### config.mk
export PLATFORM = sky130hd
export DESIGN_NAME = vga_timing_decoder
export DESIGN_NICKNAME = d
export VERILOG_FILES = /design/src/rtl/vga_timing_decoder.sv
export SDC_FILE = /design/constraint.sdc
export NUM_CORES = 1
export LEC_CHECK = 0
export ABC_AREA = 0
export CAP_MARGIN = 20
export CORE_MARGIN = 2
export CORE_UTILIZATION = 40
export DETAILED_ROUTE_END_ITERATION = 7
export HOLD_SLACK_MARGIN = 0.02
export PLACE_DENSITY = 0.6
export SETUP_SLACK_MARGIN = 0.5
export SKIP_CTS_REPAIR_TIMING = 1
export SYNTH_ARGS = -nofsm -noshare
export SYNTH_HDL_FRONTEND = slang
export SYNTH_SLANG_ARGS = --single-unit
### constraint.sdc
create_clock -name clk -period 2.7 [get_ports clk]
set_clock_uncertainty 0.2 [all_clocks]
set_input_delay 0.81 -clock clk [delete_from_list [all_inputs] [get_ports clk]]
set_output_delay 0.81 -clock clk [all_outputs]
set_load 0.02 [all_outputs]
### src/rtl/vga_timing_decoder.sv
// VGA sync receiver: measures h/v sync periods, locks to the configured mode and regenerates
// pixel coordinates plus display enable. Define VGA_RX_SYNC_EN to add 2-flop input synchronizers.
module vga_timing_decoder #(
    parameter int H_DISPLAY = 640,
    parameter int H_TOTAL   = 800,
    parameter int H_SYNC    = 96,
    parameter int H_BPORCH  = 48,
    parameter int V_DISPLAY = 480,
    parameter int V_TOTAL   = 525,
    parameter int V_SYNC    = 2,
    parameter int V_BPORCH  = 33,
    parameter int H_TOL     = 2
) (
    input  logic       clk,
    input  logic       reset,
    input  logic       h_sync_in,
    input  logic       v_sync_in,
    output logic [9:0] pos_x,
    output logic [9:0] pos_y,
    output logic       video_on,
    output logic       locked,
    output logic       frame_start,
    output logic [7:0] lock_loss_cnt
);
    typedef enum logic [1:0] {
        ST_SEARCH  = 2'd0,
        ST_MEASURE = 2'd1,
        ST_LOCKED  = 2'd2
    } state_t;

    localparam logic [11:0]        PERIOD_MIN = 12'(H_TOTAL - H_TOL);
    localparam logic [11:0]        PERIOD_MAX = 12'(H_TOTAL + H_TOL);
    localparam logic [10:0]        H_TIMEOUT  = 11'(H_TOTAL + H_TOL + 1);
    localparam logic [10:0]        LINES_GOOD = 11'(V_TOTAL);
    localparam logic signed [12:0] X_OFS      = 13'(H_SYNC + H_BPORCH);
    localparam logic signed [12:0] Y_OFS      = 13'(V_SYNC + V_BPORCH);
    localparam logic signed [12:0] X_LIM      = 13'(H_DISPLAY);
    localparam logic signed [12:0] Y_LIM      = 13'(V_DISPLAY);

    logic h_s;
    logic v_s;

`ifdef VGA_RX_SYNC_EN
    logic [1:0] h_meta_q, h_meta_d;
    logic [1:0] v_meta_q, v_meta_d;

    always_comb begin
        h_meta_d = {h_meta_q[0], h_sync_in};
        v_meta_d = {v_meta_q[0], v_sync_in};
    end

    always_ff @(posedge clk or negedge reset) begin
        if (!reset) begin
            h_meta_q <= 2'b00;
            v_meta_q <= 2'b00;
        end else begin
            h_meta_q <= h_meta_d;
            v_meta_q <= v_meta_d;
        end
    end

    assign h_s = h_meta_q[1];
    assign v_s = v_meta_q[1];
`else
    assign h_s = h_sync_in;
    assign v_s = v_sync_in;
`endif

    logic        h_prev_q, h_prev_d;
    logic        v_prev_q, v_prev_d;
    logic [10:0] h_cnt_q, h_cnt_d;
    logic [9:0]  line_cnt_q, line_cnt_d;
    logic        vs_pend_q, vs_pend_d;
    state_t      state_q, state_d;
    logic [7:0]  loss_q, loss_d;
    logic [9:0]  pos_x_q, pos_x_d;
    logic [9:0]  pos_y_q, pos_y_d;
    logic        video_on_q, video_on_d;
    logic        locked_q, locked_d;
    logic        frame_start_q, frame_start_d;

    logic               h_fall, v_fall, boundary, line_good, timeout, bad_line, frame_good;
    logic [11:0]        period;
    logic signed [12:0] x_s, y_s;

    always_comb begin
        h_prev_d = h_s;
        v_prev_d = v_s;
        // Prior sample is registered, current sample is the (optionally synchronized) input.
        h_fall   = h_prev_q & ~h_s;
        v_fall   = v_prev_q & ~v_s;

        period     = {1'b0, h_cnt_q} + 12'd1;
        line_good  = (period >= PERIOD_MIN) && (period <= PERIOD_MAX);
        timeout    = !h_fall && (h_cnt_q == H_TIMEOUT);
        bad_line   = (h_fall && !line_good) || timeout;
        boundary   = h_fall && (vs_pend_q || v_fall);
        frame_good = ({1'b0, line_cnt_q} + 11'd1) == LINES_GOOD;

        if (h_fall)              h_cnt_d = '0;
        else if (&h_cnt_q)       h_cnt_d = h_cnt_q;
        else                     h_cnt_d = h_cnt_q + 11'd1;

        if (boundary)                    line_cnt_d = '0;
        else if (h_fall && !(&line_cnt_q)) line_cnt_d = line_cnt_q + 10'd1;
        else                             line_cnt_d = line_cnt_q;

        if (boundary)    vs_pend_d = 1'b0;
        else if (v_fall) vs_pend_d = 1'b1;
        else             vs_pend_d = vs_pend_q;

        state_d = state_q;
        loss_d  = loss_q;
        case (state_q)
            ST_SEARCH: begin
                if (!bad_line && boundary) state_d = ST_MEASURE;
            end
            ST_MEASURE: begin
                if (bad_line)                    state_d = ST_SEARCH;
                else if (boundary && frame_good) state_d = ST_LOCKED;
            end
            ST_LOCKED: begin
                if (bad_line || (boundary && !frame_good)) begin
                    state_d = ST_SEARCH;
                    if (!(&loss_q)) loss_d = loss_q + 8'd1;
                end
            end
            default: state_d = ST_SEARCH;
        endcase

        // Outputs use next state so video_on and locked drop together on a lock loss.
        x_s           = $signed({2'b00, h_cnt_q}) - X_OFS;
        y_s           = $signed({3'b000, line_cnt_q}) - Y_OFS;
        locked_d      = (state_d == ST_LOCKED);
        video_on_d    = locked_d && (x_s >= 13'sd0) && (x_s < X_LIM)
                                 && (y_s >= 13'sd0) && (y_s < Y_LIM);
        pos_x_d       = video_on_d ? x_s[9:0] : 10'd0;
        pos_y_d       = video_on_d ? y_s[9:0] : 10'd0;
        frame_start_d = boundary && locked_d;
    end

    always_ff @(posedge clk or negedge reset) begin
        if (!reset) begin
            h_prev_q      <= 1'b0;
            v_prev_q      <= 1'b0;
            h_cnt_q       <= '0;
            line_cnt_q    <= '0;
            vs_pend_q     <= 1'b0;
            state_q       <= ST_SEARCH;
            loss_q        <= '0;
            pos_x_q       <= '0;
            pos_y_q       <= '0;
            video_on_q    <= 1'b0;
            locked_q      <= 1'b0;
            frame_start_q <= 1'b0;
        end else begin
            h_prev_q      <= h_prev_d;
            v_prev_q      <= v_prev_d;
            h_cnt_q       <= h_cnt_d;
            line_cnt_q    <= line_cnt_d;
            vs_pend_q     <= vs_pend_d;
            state_q       <= state_d;
            loss_q        <= loss_d;
            pos_x_q       <= pos_x_d;
            pos_y_q       <= pos_y_d;
            video_on_q    <= video_on_d;
            locked_q      <= locked_d;
            frame_start_q <= frame_start_d;
        end
    end

    assign pos_x         = pos_x_q;
    assign pos_y         = pos_y_q;
    assign video_on      = video_on_q;
    assign locked        = locked_q;
    assign frame_start   = frame_start_q;
    assign lock_loss_cnt = loss_q;
endmodule
==> flow_metrics.tcl, run 1 <==
set metrics [dict create \
    area_grow_syn2layout_pct 40.2 \
    report.final.setup_viol 0 \
    synth.ff_latch_count 57 \
    drive_gt1_share_pct 28.2 \
    multi_input_area_mm2 0.00175 \
    synth_area_mm2 0.00315 \
    layout_min_cycle_time_ns 2.62 \
    timing.final.crit_share_pct 97.0 \
    antenna_left 0 \
    ys.warnings.count 0 \
    fillCellCount 712 \
    synthArstFlopShare_pct 100 \
    num_antenna_cells 0 \
    gp_routability_congestion 0.930 \
    report.final.hold_viol_count 0 \
    holdWs_ns 0.214 \
    hp-class "in2async" \
    ys_seq_area_share_pct 45.2 \
    design.die.area_mm2 0.00861 \
    via_count 2704 \
    numCtsBuffers 9 \
    path_max_fanout 9 \
    dp_slack_ns -0.282 \
    flip_flop_cell_with_the_highest_count_after_synthesis "dfrtp_1" \
    timing.critical_path.arrival_ns 2.70 \
    crit_path_cell_trace "buf_4 > buf_4 > and3_2 > and4_1 > o32ai_2 > or4_4 > nor3_4 > buf_4 > or2_4 > and3_4" \
    worst_skew_pair.late_latency_ns 0.34 \
    number_of_flops_mapped_to_enable_cells_by_yosys 0 \
    yosysUniqueCellTypes 56 \
    grt_antenna_before_repair 0 \
    detailed_place_hpwl_mm 5.41 \
    finish.utilization_pct 57.5 \
    route.detailed.vias_per_inst 5.19 \
    cell_internal_pwr_mw 1.55 \
    final_area_mm2 0.00442 \
    fin_tns_setup_ns 0 \
    design.core.area_mm2 0.00769 \
    avgRoutedWirePerCell_um 15.0 \
    total_leakage_power_nw 2.51 \
    maxCapViolations 0 \
    sw_ratio_pct 30.7 \
    power.share.sequential_pct 43.4 \
    clock-root-buffer "clkbuf_8" \
    vdd_ir_drop_max_mv 0.301 \
    total_power_mw 2.23 \
    initial_core_util_pct 41.0 \
    grt_start_max_net_pins 22 \
    detailedRoute.firstIterationViolations 166 \
    run_status "finished clean" \
    mostFrequentLayoutCell "dfrtp_1" \
    dpl-instance-area_mm2 0.00392 \
    cts_tree "built" \
    design.final.nets 427 \
    final_critical_path_setup_slack_ns 0.0810 \
    fp.dieW_um 92.8 \
    synthDominantAreaCellType "dfrtp_1" \
    most-common-layout-cells "53 x dfrtp_1, 50 x buf_4, 34 x dlymetal6s2s_1" \
    portBuffers 34 \
    cpMostUsedCell "buf_4" \
    grt_overflow 0 \
    critical_path_buf_inv_count 3 \
    synthesis.instances 332 \
    worst_setup_hold_path_clk_slew_ns 0.07 \
    grt_setup_unrepaired "true" \
    final-max-slew-violation-count 0 \
    routed_wirelength_mm 7.83 \
    h-tree-depth 3 \
    final-seq-area_mm2 0.00143 \
    std_cell_rows 32 \
    drt_drc_violations_left 0 \
    layoutNonFillerInstCount 521 \
    p_switching_mw 0.686 \
    clock_power_share_pct 30.8 \
    grt_pass1_vias 2652 \
    maxClockFrequency_mhz 382 \
    required_ns 2.78 \
    synthesis.area_per_instance_um2 9.50 \
    p_comb_share_pct 25.8 \
    endpoint_kind "flop" \
    firstDrtPassIters 4 \
    groute.usage.overall_pct 18.5 \
    worst_path_slowest_cell "or4_4" \
    timing.critical_path.slowest_cell_delay_ns 0.53 \
    cts.path.max_buffers 2 \
    netlist.area_leader.share_pct 45.2 \
    cellPowerDensity_mw_per_mm2 505 \
    worst_setup_path_start_kind "flop" \
    criticalPathCategory "reg2reg" \
    crit_family "simple AND/OR/NAND/NOR gates" \
    synth.area.top_cells "dfrtp_1 45%, xnor2_1 5.0%, a21oi_1 4.3%" \
    reg2reg_slack_ns 0.08 \
    numPlacedInstances 491 \
    floorplan.io_pins 35 \
    synth.net_count 345 \
    global_route_wire_length_before_repair_mm 12.4 \
    die_h_um 92.8 \
    clkSinkCount 57 \
]
## registers in the layout (all words and copies together), names as in the netlist, 2 cells and up
signal,cells
lock_loss_cnt,8
pos_y,10
h_cnt_q,11
state_q,2
pos_x,10
line_cnt_q,10
## power by group through the flow
| stage | clock, mW | combinational [mW] | sequential [mW] |
|---|---|---|---|
| 2_1_floorplan | 0 | 0.321 | 0.986 |
| 3_3_place_gp | 0 | 0.508 | 0.984 |
| 3_5_place_dp | 0 | 0.512 | 0.984 |
| 4_1_cts | 0.708 | 0.513 | 0.969 |
| 5_1_grt | 0.755 | 0.642 | 0.975 |
| 6_report | 0.689 | 0.575 | 0.970 |
## worst paths after layout
path | from | endpoint | cells after the start
setup / recovery | line_cnt_q[0] | pos_y[8] | 10
hold / removal | reset | pos_y[9] | 1
setup reg to reg | line_cnt_q[0] | pos_y[8] | 10
hold reg to reg | lock_loss_cnt[4] | lock_loss_cnt[4] | 1
max in group asynchronous | reset | pos_y[4] | 2
min in group clk | lock_loss_cnt[4] | lock_loss_cnt[4] | 1
## final cells by class
cell class / count / area share [%]
multi-input combinational: 241 / 39.5
sequential: 57 / 32.4
timing repair buffer: 94 / 20.5
clock buffer: 13 / 3.37
tap: 102 / 2.89
inverter: 11 / 0.934
clock inverter: 3 / 0.396
## synthesized netlist by cell type, drive strengths merged, types with 2 or more instances
library cell	n
and2	4
ha	9
and3	14
a211oi	3
nor2b	2
buf	16
o41ai	2
nand3	13
mux2i	2
o31ai	6
o21ai	19
a21oi	27
nor4	3
and4	3
or2	2
clkbuf	8
nor3b	2
nand2b	8
or3	2
nand4	5
a31oi	5
xor2	11
a21o	3
nor3	5
nand2	15
xnor2	18
or4	2
inv	11
dfrtp	57
nor2	36
o211ai	6
## logic make-up after synthesis
logic type               count (synthesis)  synth area share, %
flip-flops                              57                 45.2
buffers and inverters                   35                 5.20
XOR/XNOR                                29                 8.05
AO/OA/AOI/OAI                           78                 16.1
other                                    1                0.119
adder cells (fa/ha/maj)                  9                 3.57
AND/OR/NAND/NOR                        120                 20.6
multiplexers                             3                 1.11
## per-layer routing
metal  routed length, um  global-route usage (%)
met4                 197                    9.19
met5                   0                       0
met2                3570                    27.7
met3                 288                    3.34
met1                3780                    25.8
Note: power is estimated with default switching activity, not from simulation.
==> inputs of run 2 (changes only) <==
--- a/config.mk
+++ b/config.mk
@@ -7,6 +7,7 @@
 export LEC_CHECK = 0
 export ABC_AREA = 0
 export CAP_MARGIN = 20
+export CORE_ASPECT_RATIO = 1.25
 export CORE_MARGIN = 2
 export CORE_UTILIZATION = 40
 export DETAILED_ROUTE_END_ITERATION = 7
==> run 2 against run 1 <==
Compared with the run above:
- worst hold slack gained 0.041 ns
- design area increased by 1.9%
- routed wire length fell by 2.6%
- utilization is 0.62 points higher
- via count is essentially flat
- sequential cell count unchanged
- critical path depth did not move
==> flow_metrics.tcl, run 2 (same netlist as run 1, synthesis figures left out) <==
set metrics [dict create \
    run_status "finished clean" \
    grt_pass1_vias 2608 \
    timing.final.crit_share_pct 97.7 \
    clkSinkCount 57 \
    worst-r2r-cell-count 10 \
    r2r_start "line_cnt_q[0]" \
    route.detailed.vias_per_inst 5.28 \
    fp.dieW_um 83.4 \
    initial_core_util_pct 40.7 \
    worstSetupStartpoint "line_cnt_q[0]" \
    report.final.hold_viol_count 0 \
    global_route_wire_length_before_repair_mm 12.3 \
    endpoint_kind "flop" \
    grt_overflow 0 \
    worst_skew_pair.late_latency_ns 0.33 \
    design.core.area_mm2 0.00775 \
    maxClockFrequency_mhz 379 \
    clock-root-buffer "clkbuf_8" \
    fillCellCount 677 \
    finish.utilization_pct 58.2 \
    path_max_fanout 7 \
    num_antenna_cells 0 \
    report.final.setup_viol 0 \
    worst_setup_hold_path_clk_slew_ns 0.07 \
    design.final.nets 426 \
    registers.top_by_ff_count "h_cnt_q" \
    maxCapViolations 0 \
    max_ffs_per_register 11 \
    grt_setup_unrepaired "true" \
    grt_start_max_net_pins 58 \
    cellPowerDensity_mw_per_mm2 523 \
    detailed_place_hpwl_mm 5.15 \
    reg2reg_slack_ns 0.06 \
    fin_tns_setup_ns 0 \
    total_leakage_power_nw 2.50 \
    design.die.area_mm2 0.00862 \
    numCtsBuffers 9 \
    firstDrtPassIters 4 \
    area_grow_syn2layout_pct 42.8 \
    vdd_ir_drop_max_mv 0.445 \
    layoutNonFillerInstCount 512 \
    most-common-layout-cells "52 x dfrtp_1, 50 x buf_4, 33 x dlymetal6s2s_1" \
    routed_wirelength_mm 7.63 \
    h-tree-depth 3 \
    groute.usage.overall_pct 17.9 \
    hp-class "in2async" \
    grt_antenna_before_repair 0 \
    via_count 2703 \
    detailedRoute.firstIterationViolations 132 \
    final-max-slew-violation-count 0 \
    floorplan.io_pins 35 \
    timing.critical_path.arrival_ns 2.65 \
    portBuffers 34 \
    drive_gt1_share_pct 31.2 \
    gp_routability_congestion 0.815 \
    dpl-instance-area_mm2 0.00390 \
    crit_path_end "lock_loss_cnt[1]" \
    critical_path.reg2reg.endpoint "lock_loss_cnt[1]" \
    required_ns 2.72 \
    final_area_mm2 0.00451 \
    die_h_um 103 \
    numPlacedInstances 481 \
    worst_setup_path_start_kind "flop" \
    total_power_mw 2.36 \
    layout_min_cycle_time_ns 2.64 \
    mostFrequentLayoutCell "dfrtp_1" \
    criticalPathCategory "reg2reg" \
    cts_tree "built" \
    std_cell_rows 36 \
    drt_drc_violations_left 0 \
    avgRoutedWirePerCell_um 14.9 \
    antenna_left 0 \
    cts.path.max_buffers 2 \
]
==> run 2: cell types whose count changed in the layout (fill, tap and decap cells not counted), sizes merged <==
cell          previous run  this run
buf                     60        61
bufinv                   0         1
clkbuf                  13        12
clkinv                   2         1
dlymetal6s2s            34        33
o211ai                   7         6
==> run 2: cell type report <==
class | instances | area (um^2) | share of cell area (%)
clock buffer | 12 | 145 | 3.22
tap | 95 | 119 | 2.64
timing repair buffer | 94 | 915 | 20.3
clock inverter | 3 | 42.5 | 0.944
sequential | 57 | 1430 | 31.8
multi-input combinational | 240 | 1810 | 40.2
inverter | 11 | 41.3 | 0.916
==> run 2: worst min-delay path by stage <==
stage	start	end	slack (ns)	depth (start not counted)
after global placement	lock_loss_cnt[4]	lock_loss_cnt[4]	0.29	1
after detailed placement	lock_loss_cnt[4]	lock_loss_cnt[4]	0.29	1
after CTS	reset	video_on	0.27	2
after global routing	reset	video_on	0.28	2
after floorplan	state_q[1]	state_q[0]	0.30	1
final	reset	pos_y[7]	0.25	2
==> run 2: metal layers <==
layer,share of wire [%],GRT usage [%]
met1,44,22.2
met2,51,30.0
met3,3.5,3.73
met4,1.8,9.55
met5,0,0
==> run 2: stage by stage <==
| stage | worst slack (ns) | hold WS, ns |
|---|---|---|
| detailed placement | -0.303 | 0.292 |
| finish | 0.0621 | 0.255 |
| CTS | -0.0549 | 0.271 |
| floorplan | 0.0742 | 0.296 |
| global placement | -0.282 | 0.288 |
| global route | -0.0275 | 0.283 |
==> run 2: critical path, cell delays in order (launching register included) <==
cell and delay (ns):
dfrtp_1 0.41, ha_4 0.19, buf_6 0.12, and3_4 0.16
o211ai_1 0.16, o31a_1 0.20, nor4_2 0.06, or4_1 0.50
buf_6 0.16, nand2_4 0.07, mux2_4 0.29
==> run 2: power breakdown <==
part	total, mW	switching [mW]	internal, mW
registers	0.988	0.0773	0.911
logic	0.583	0.309	0.274
clock network	0.786	0.340	0.445
total	2.36	0.726	1.63
